`src/rtl/uart_tx_feeder.sv`:
```
// Byte FIFO and launch controller feeding the UART bit transmitter over a
// one-cycle start/done handshake; reports FIFO status, sticky errors and a sent-byte count.
//
// state  | meaning
// S_IDLE | no byte in flight; launches the FIFO head when non-empty and not flushing
// S_BUSY | byte handed to transmitter; waiting for tx_done or the timeout
module uart_tx_feeder #(
  parameter int DATA_BITS = 8,
  parameter int DEPTH     = 16,
  parameter int TIMEOUT   = 64
) (
  input  logic                   clk,
  input  logic                   reset,
  input  logic                   wr_en,
  input  logic [DATA_BITS-1:0]   wr_data,
  input  logic                   flush,
  input  logic                   clear_err,
  output logic                   full,
  output logic                   empty,
  output logic [$clog2(DEPTH):0] level,
  output logic                   overflow,
  output logic                   tx_start,
  output logic [DATA_BITS-1:0]   tx_data,
  input  logic                   tx_done,
  output logic                   busy,
  output logic                   timeout_err,
  output logic [15:0]            sent_count
);

  localparam int PW = $clog2(DEPTH);
  localparam int LW = PW + 1;
  localparam int TW = $clog2(TIMEOUT);

  localparam logic [LW-1:0] LVL_FULL = LW'(DEPTH);
  localparam logic [LW-1:0] LVL_ONE  = LW'(1);
  localparam logic [PW-1:0] PTR_ONE  = PW'(1);
  localparam logic [TW-1:0] TMR_LAST = TW'(TIMEOUT - 1);
  localparam logic [TW-1:0] TMR_ONE  = TW'(1);

  typedef enum logic {
    S_IDLE = 1'b0,
    S_BUSY = 1'b1
  } state_t;

  state_t               state;
  logic [DATA_BITS-1:0] mem [DEPTH];
  logic [PW-1:0]        wr_ptr;
  logic [PW-1:0]        rd_ptr;
  logic [LW-1:0]        level_q;
  logic [TW-1:0]        timer;

  logic push_ok;
  logic push_drop;
  logic launch;
  logic tmo_evt;

  // flush suppresses both the push and the launch in its cycle
  always_comb begin
    push_ok   = 1'b0;
    push_drop = 1'b0;
    launch    = 1'b0;
    tmo_evt   = 1'b0;
    if (wr_en && !flush) begin
      push_ok   = (level_q != LVL_FULL);
      push_drop = (level_q == LVL_FULL);
    end
    launch  = (state == S_IDLE) && (level_q != '0) && !flush;
    tmo_evt = (state == S_BUSY) && !tx_done && (timer == TMR_LAST);
  end

  always_ff @(posedge clk) begin
    if (push_ok) begin
      mem[wr_ptr] <= wr_data;
    end
  end

  always_ff @(posedge clk or negedge reset) begin
    if (!reset) begin
      wr_ptr   <= '0;
      rd_ptr   <= '0;
      level_q  <= '0;
      overflow <= 1'b0;
    end else begin
      if (flush) begin
        rd_ptr  <= wr_ptr;
        level_q <= '0;
      end else begin
        if (push_ok) begin
          wr_ptr <= wr_ptr + PTR_ONE;
        end
        if (launch) begin
          rd_ptr <= rd_ptr + PTR_ONE;
        end
        if (push_ok && !launch) begin
          level_q <= level_q + LVL_ONE;
        end else if (!push_ok && launch) begin
          level_q <= level_q - LVL_ONE;
        end
      end
      if (push_drop) begin
        overflow <= 1'b1;
      end else if (clear_err) begin
        overflow <= 1'b0;
      end
    end
  end

  always_ff @(posedge clk or negedge reset) begin
    if (!reset) begin
      state       <= S_IDLE;
      tx_start    <= 1'b0;
      tx_data     <= '0;
      timer       <= '0;
      sent_count  <= '0;
      timeout_err <= 1'b0;
    end else begin
      case (state)
        S_IDLE: begin
          tx_start <= 1'b0;
          if (launch) begin
            tx_data  <= mem[rd_ptr];
            tx_start <= 1'b1;
            timer    <= '0;
            state    <= S_BUSY;
          end
        end
        S_BUSY: begin
          tx_start <= 1'b0;
          timer    <= timer + TMR_ONE;
          // done in the last timeout cycle still counts as a good completion
          if (tx_done) begin
            sent_count <= sent_count + 16'd1;
            state      <= S_IDLE;
          end else if (timer == TMR_LAST) begin
            state <= S_IDLE;
          end
        end
        default: begin
          tx_start <= 1'b0;
          state    <= S_IDLE;
        end
      endcase
      if (tmo_evt) begin
        timeout_err <= 1'b1;
      end else if (clear_err) begin
        timeout_err <= 1'b0;
      end
    end
  end

  assign level = level_q;
  assign full  = (level_q == LVL_FULL);
  assign empty = (level_q == '0);
  assign busy  = (state == S_BUSY);

endmodule

```
`config.mk`:
```
export PLATFORM = sky130hd
export DESIGN_NAME = uart_tx_feeder
export DESIGN_NICKNAME = d
export VERILOG_FILES = /design/src/rtl/uart_tx_feeder.sv
export SDC_FILE = /design/constraint.sdc
export NUM_CORES = 1
export LEC_CHECK = 0
export CAP_MARGIN = 20
export CORE_MARGIN = 2
export CORE_UTILIZATION = 58
export CTS_CLUSTER_DIAMETER = 120
export DETAILED_ROUTE_END_ITERATION = 7
export GPL_TIMING_DRIVEN = 0
export MAX_ROUTING_LAYER = met4
export PLACE_DENSITY = 0.79
export SYNTH_ARGS = -nofsm -noshare
export SYNTH_HDL_FRONTEND = slang
export SYNTH_SLANG_ARGS = --single-unit
```
`constraint.sdc`:
```
create_clock -name clk -period 4.54 [get_ports clk]
set_clock_uncertainty 0.2 [all_clocks]
set_input_delay 0.681 -clock clk [delete_from_list [all_inputs] [get_ports clk]]
set_output_delay 0.681 -clock clk [all_outputs]
set_load 0.05 [all_outputs]
```
Yosys cells after proc, flatten, opt, wreduce, memory -nomap -nowiden
Memories as Yosys holds them, arrays and structs flattened. A register that Yosys moved wholly into a read port is not among the register bits.
Cells that the tools add are included.
{"block": "totals", "out_inout_bits": 35, "mem_count": 1, "elab_cells": 62, "inputBits": 14, "ramBits": 128, "regBits": 39}
{"memory": "mem", "words": 16, "width": 8, "read_ports": 1, "rd_clocked_by_memory_dff": 1, "wr": 1, "line": "46", "text": "logic [DATA_BITS-1:0] mem [DEPTH];"}
{"block": "classes", "add_sub_neg": 6, "n_reduce_logical": 21, "n_eq_ne": 4, "mux": 19, "n_bitwise": 2}
{"cell": "$add 16x1->16 const B", "n": 1}
{"cell": "$mux 5", "n": 3}
{"cell": "$pmux 6 s2", "n": 1}
{"cell": "$mux 1", "n": 10}
{"cell": "$add 4x1->4 const B", "n": 2}
{"cell": "$mux 4", "n": 2}
{"cell": "$logic_and 1x1->1", "n": 7}
{"cell": "$add 6x1->6 const B", "n": 1}
{"cell": "$eq 6x6->1 const B", "n": 1}
{"cell": "$mux 6", "n": 1}
{"cell": "$reduce_and 2->1", "n": 3}
{"cell": "$reduce_bool 2->1", "n": 3}
{"cell": "$add 5x1->5 const B", "n": 1}
{"cell": "$eq 5x5->1 const B", "n": 1}
{"cell": "$logic_not 1->1", "n": 5}
{"cell": "$logic_not 5->1", "n": 1}
{"cell": "$ne 5x5->1 const B", "n": 1}
{"cell": "$reduce_bool 5->1", "n": 1}
{"cell": "$sub 5x1->5 const B", "n": 1}
{"cell": "$pmux 1 s2", "n": 2}
{"cell": "$reduce_bool 3->1", "n": 1}
{"cell": "$ne 2x2->1 const B", "n": 1}
{"cell": "$not 1->1", "n": 2}

Logic depth before layout (Yosys ltp)
{"block": "logic_depth", "depth_word": 8, "ltp_mapped": 11}

Worst setup path before layout
No wires, ideal clock.
{"block": "synth_timing", "kind": "reg-to-reg", "startpoint": "register level_q[1] (netlist: level[1])", "endpoint": "register level_q[4] (netlist: level[4])", "path_stages_with_launch": 12, "slack_ns": 0.927, "t_arrival_ns": 3.335, "setup_ns": 0.078, "cell_sequence": "dfrtp_1 > or4_1 > buf_6 > o21ai_4 > buf_2 > nand2_1 > fa_1 > a21o_1 > a21o_1 > or4_1 > a21o_1 > a21oi_1"}
{"block": "synth_via", "elab_chain_cells": 7}
{"element": "start, declared", "line": "49", "text": "logic [LW-1:0] level_q;"}
{"element": "start signal, assigned", "line": "95", "text": "level_q <= level_q + LVL_ONE;"}
{"element": "start signal, assigned", "line": "97", "text": "level_q <= level_q - LVL_ONE;"}
{"element": "branches (longest 7 deep; another with $sub 5x1->5)"}
Several ways; the timed one is not identified. The select of a mux whose other input is x is not followed.
A chain may end at the register's enable or synchronous reset.

Worst setup path in the final report
{"block": "layout_timing", "startpoint": "register level_q[0] (netlist: level[0])", "endpoint": "register level_q[4] (netlist: level[4])"}
Same word-level chain as after synthesis.

==> report_table.html <==
<table>
<tr><th>Metric</th><th>Value</th></tr>
<tr><th colspan="2">Run status</th></tr>
<tr><td>Result of the run</td><td>completed</td></tr>
<tr><th colspan="2">Floorplanning</th></tr>
<tr><td>Die area</td><td>13200 um^2</td></tr>
<tr><td>Site Rows</td><td>40</td></tr>
<tr><td># IOs</td><td>49</td></tr>
<tr><td>Chip Height</td><td>about 120 um</td></tr>
<tr><td>Placeable core region</td><td>12000 um^2</td></tr>
<tr><td>Initial core utilization</td><td>about three fifths</td></tr>
<tr><td>Die width</td><td>115 um</td></tr>
<tr><th colspan="2">CTS</th></tr>
<tr><td>CTS sink count</td><td>between 150 and 200</td></tr>
<tr><td>Root buffer selected by CTS</td><td>clkbuf_16</td></tr>
<tr><td>Clock tree from TritonCTS</td><td>done</td></tr>
<tr><td>Total of hold buffers inserted after clock tree synthesis</td><td>0</td></tr>
<tr><td>Worst-case clock buffer depth</td><td>2</td></tr>
<tr><td>Post-CTS Resized</td><td>0</td></tr>
<tr><td>Worst-skew pair later-pin latency</td><td>~0.43 ns</td></tr>
<tr><td>Number of H-tree branching levels</td><td>4</td></tr>
<tr><td>Number of buffers added by the clock tree synthesis step</td><td>17</td></tr>
<tr><td>Number of buffers inserted by post-CTS setup repair</td><td>0</td></tr>
<tr><td>Clock slew seen by the registers of the worst setup and hold paths</td><td>0.06 ns</td></tr>
<tr><th colspan="2">Route</th></tr>
<tr><td>DRC violation total after the first TritonRoute iteration</td><td>between 300 and 400</td></tr>
<tr><td>Final antenna-violating net count</td><td>0</td></tr>
<tr><td>Final Routed Wirelength</td><td>14300 um</td></tr>
<tr><td>Vias/cell</td><td>6.09</td></tr>
<tr><td>Via count</td><td>~4000</td></tr>
<tr><td>Number of detailed-route iterations in the first pass</td><td>5</td></tr>
<tr><td>Residual DRC</td><td>0</td></tr>
<tr><td>WL per Instance</td><td>21.8 um</td></tr>
<tr><th colspan="2">Pwr</th></tr>
<tr><td>Power Total</td><td>roughly 5.4 mW</td></tr>
<tr><td>Power share of the combinational group</td><td>33.6%</td></tr>
<tr><td>Int Power</td><td>3.60 mW</td></tr>
<tr><td>Power Density</td><td>between 600 and 700 nW/um^2</td></tr>
<tr><td>Leakage power</td><td>3.05 nW</td></tr>
<tr><td>Proportion of total power due to net switching</td><td>33.2%</td></tr>
<tr><td>Worst vdd rail ir drop</td><td>0.000296 V</td></tr>
<tr><td>Power share of the clock group</td><td>approximately 28%</td></tr>
<tr><td>Net switching component of the power</td><td>1.79 mW</td></tr>
<tr><td>Seq pwr share</td><td>38.3%</td></tr>
<tr><th colspan="2">Job</th></tr>
<tr><td>Maximum capacitance violations</td><td>0</td></tr>
<tr><th colspan="2">Placed design</th></tr>
<tr><td>Count of placed standard cells including taps</td><td>623</td></tr>
<tr><td>Final weighted congestion in routability-driven placement</td><td>0.816</td></tr>
<tr><td>Count of input and output buffers</td><td>48</td></tr>
<tr><td>Post-DP HPWL</td><td>9180 um</td></tr>
<tr><td>Setup WS pre-CTS</td><td>0.605 ns</td></tr>
<tr><th colspan="2">Global routing</th></tr>
<tr><td>Via count of the first global-routing pass</td><td>3947</td></tr>
<tr><td>Maximum number of pins on one net before global-route repair</td><td>30</td></tr>
<tr><td>All-layer global routing usage</td><td>between 20% and 30%</td></tr>
<tr><td>Global-route wire length before repair</td><td>22100 um</td></tr>
<tr><td>Remaining global-route overflow</td><td>0</td></tr>
<tr><td>Antenna violations before repair</td><td>0</td></tr>
<tr><th colspan="2">Finish</th></tr>
<tr><td>Antenna diode count</td><td>0</td></tr>
<tr><td>Final-stage net count</td><td>521</td></tr>
<tr><td>Fraction of layout cells with a size suffix above 1</td><td>~16%</td></tr>
<tr><td>Area Growth Syn to Fin</td><td>18.4%</td></tr>
<tr><td>Non-filler instance count after layout</td><td>around 660</td></tr>
<tr><th colspan="2">Yosys</th></tr>
<tr><td>Library cell with the largest summed area after synthesis</td><td>edfxtp_1</td></tr>
<tr><td>Count leader, synth</td><td>edfxtp_1</td></tr>
<tr><td>Fraction of the yosys area taken by sequential cells</td><td>70.2%</td></tr>
<tr><td>Post-synth EDFFs</td><td>approximately 130</td></tr>
<tr><td>Post-Synthesis Cells</td><td>423</td></tr>
<tr><td>Fraction of registers with async set/reset</td><td>26.9%</td></tr>
<tr><td>Number of library cell types mapped by synthesis</td><td>41</td></tr>
<tr><td>Warnings from Yosys</td><td>0</td></tr>
<tr><td>Commonest register cell after synthesis</td><td>edfxtp_1</td></tr>
<tr><td>Avg Inst Size Synth</td><td>16.9 um^2</td></tr>
<tr><td>Biggest area contributors in the synthesized netlist</td><td>edfxtp_1 54%, dfrtp_1 16%, mux4_2 10%</td></tr>
<tr><td>Combined area of all synthesized cells</td><td>7150 um^2</td></tr>
<tr><td>Commonest cells in the synthesized netlist</td><td>128 x edfxtp_1, 47 x dfrtp_1, 35 x nand2_1</td></tr>
<tr><td>Proportion of netlist area held by the largest area contributor</td><td>53.7%</td></tr>
<tr><td>Flip-flop and latch count after synthesis</td><td>175</td></tr>
<tr><td>Post-Syn Nets</td><td>449</td></tr>
<tr><th colspan="2">Setup path</th></tr>
<tr><td>Sort of element at the end of the critical path</td><td>flip-flop</td></tr>
<tr><td>Required time at the endpoint of the critical path</td><td>4.69 ns</td></tr>
<tr><td>Beginning of the worst register-to-register path</td><td>level[0]</td></tr>
<tr><td>Type of the setup path with the least slack</td><td>flip-flop to flip-flop</td></tr>
<tr><td>Critical path launch point type</td><td>flip-flop</td></tr>
<tr><td>CP startpoint</td><td>level[0]</td></tr>
<tr><td>Worst-case reg-to-reg path depth</td><td>11</td></tr>
<tr><td>Critical path peak fanout</td><td>10</td></tr>
<tr><td>Arrival time of data at the critical path endpoint</td><td>3.92 ns</td></tr>
<tr><th colspan="2">Timing</th></tr>
<tr><td>Endpoints failing setup</td><td>0</td></tr>
<tr><td>Setup slack after layout</td><td>0.772 ns</td></tr>
<tr><td>Max-Slew Margin vs Limit</td><td>roughly 36%</td></tr>
<tr><td>Number of pins exceeding their max-slew limit in the final report</td><td>0</td></tr>
<tr><td>Hold WS</td><td>about 0.012 ns</td></tr>
<tr><td>Transition at the pin with the smallest max-transition slack</td><td>0.952 ns</td></tr>
<tr><td>Achievable clock frequency</td><td>about 0.27 GHz</td></tr>
<tr><td>Unrepaired setup endpoints after global routing</td><td>no</td></tr>
<tr><td>Final Hold Viols</td><td>0</td></tr>
<tr><td>Min Clock Period, post-route</td><td>3.77 ns</td></tr>
<tr><td>Setup TNS</td><td>0 ns</td></tr>
<tr><td>Final period utilization</td><td>between 80% and 90%</td></tr>
<tr><th colspan="2">Min path</th></tr>
<tr><td>Class of the tightest hold or removal check</td><td>input pin to asynchronous set/reset pin</td></tr>
</table>
==> through the flow <==
stage / utilization [%] / area [um^2]
after global placement: 65.1 / 7820
after floorplan: - / 7150
after detailed placement: 65.4 / 7860
after CTS: 70.5 / 8470
final: 70.5 / 8470
after global routing: 70.5 / 8470
==> power by group through the flow <==
stage / registers [mW] / clock network, mW / logic (mW)
after floorplan: 2.34 / 0 / 1.01
after global placement: 2.08 / 0 / 1.74
after detailed placement: 2.09 / 0 / 1.80
after CTS: 2.06 / 1.53 / 1.82
after global routing: 2.09 / 1.59 / 1.94
final: 2.06 / 1.51 / 1.81
==> per-layer routing <==
metal	track usage [%]	vias to the layer above	share of wire [%]
met5	-	-	0
met4	9.32	0	1.8
met3	5.01	26	5.9
met2	38.4	166	51
met1	30.9	2024	42
li1	-	1770	-
==> path summary, 6_finish.rpt <==
| check | slack, ns | to |
|---|---|---|
| max in group asynchronous | 3.60 | sent_count[2] |
| max reg2reg | 0.77 | level[4] |
| min in group clk | 0.27 | sent_count[15] |
| max | 0.77 | level[4] |
| min | 0.01 | level[1] |
| min reg2reg | 0.27 | sent_count[15] |
==> critical path: stages (launching register included) <==
cell     delay [ns]
dfrtp_1        0.46
or4_1          0.54
buf_6          0.16
o21ai_4        0.24
buf_2          0.31
nand2_1        0.20
fa_1           0.45
a21o_1         0.20
a21o_1         0.18
or4_1          0.45
a21o_1         0.18
a21oi_1        0.12
==> registers in the layout, summed over array words and instances (netlist names) <==
| register | count |
|---|---|
| tx_start | 1 |
| sent_count | 16 |
| tx_data | 8 |
| rd_ptr | 4 |
| level | 5 |
| timeout_err | 1 |
| timer | 6 |
| overflow | 1 |
| busy | 1 |
| wr_ptr | 4 |
| mem | 128 |
==> logic make-up after synthesis <==
group	after synthesis	share of synthesized area [%]
AO/OA/AOI/OAI	31	2.99
buffers and inverters	26	1.61
multiplexers	55	13.4
adder cells (fa/ha/maj)	12	2.20
flip-flops	175	70.2
XOR/XNOR	26	3.18
AND/OR/NAND/NOR	98	6.44
==> final cells by class <==
type	instances	area (um^2)
Multi-Input combinational cell	222	2020
Clock inverter	7	135
Clock buffer	25	475
Timing Repair Buffer	53	520
Sequential cell	175	5020
Inverter	7	26.3
Fill cell	772	3540
Tap cell	147	184
Buffer	19	88.8
==> cell usage in the layout, fill, tap and decap left out, types with 10 or more instances in the layout <==
cell / synthesis / layout
buf_2: 8 / 11
clkbuf_1: 7 / 13
clkbuf_16: 0 / 17
clkdlybuf4s50_1: 0 / 47
dfrtp_1: 47 / 47
edfxtp_1: 128 / 128
ha_1: 11 / 11
mux2i_1: 17 / 17
mux4_2: 32 / 32
nand2_1: 35 / 35
nand3_1: 14 / 14
nor2_1: 21 / 21
o21ai_0: 10 / 10
xnor2_1: 20 / 20
(Power assumes the default switching activity.)
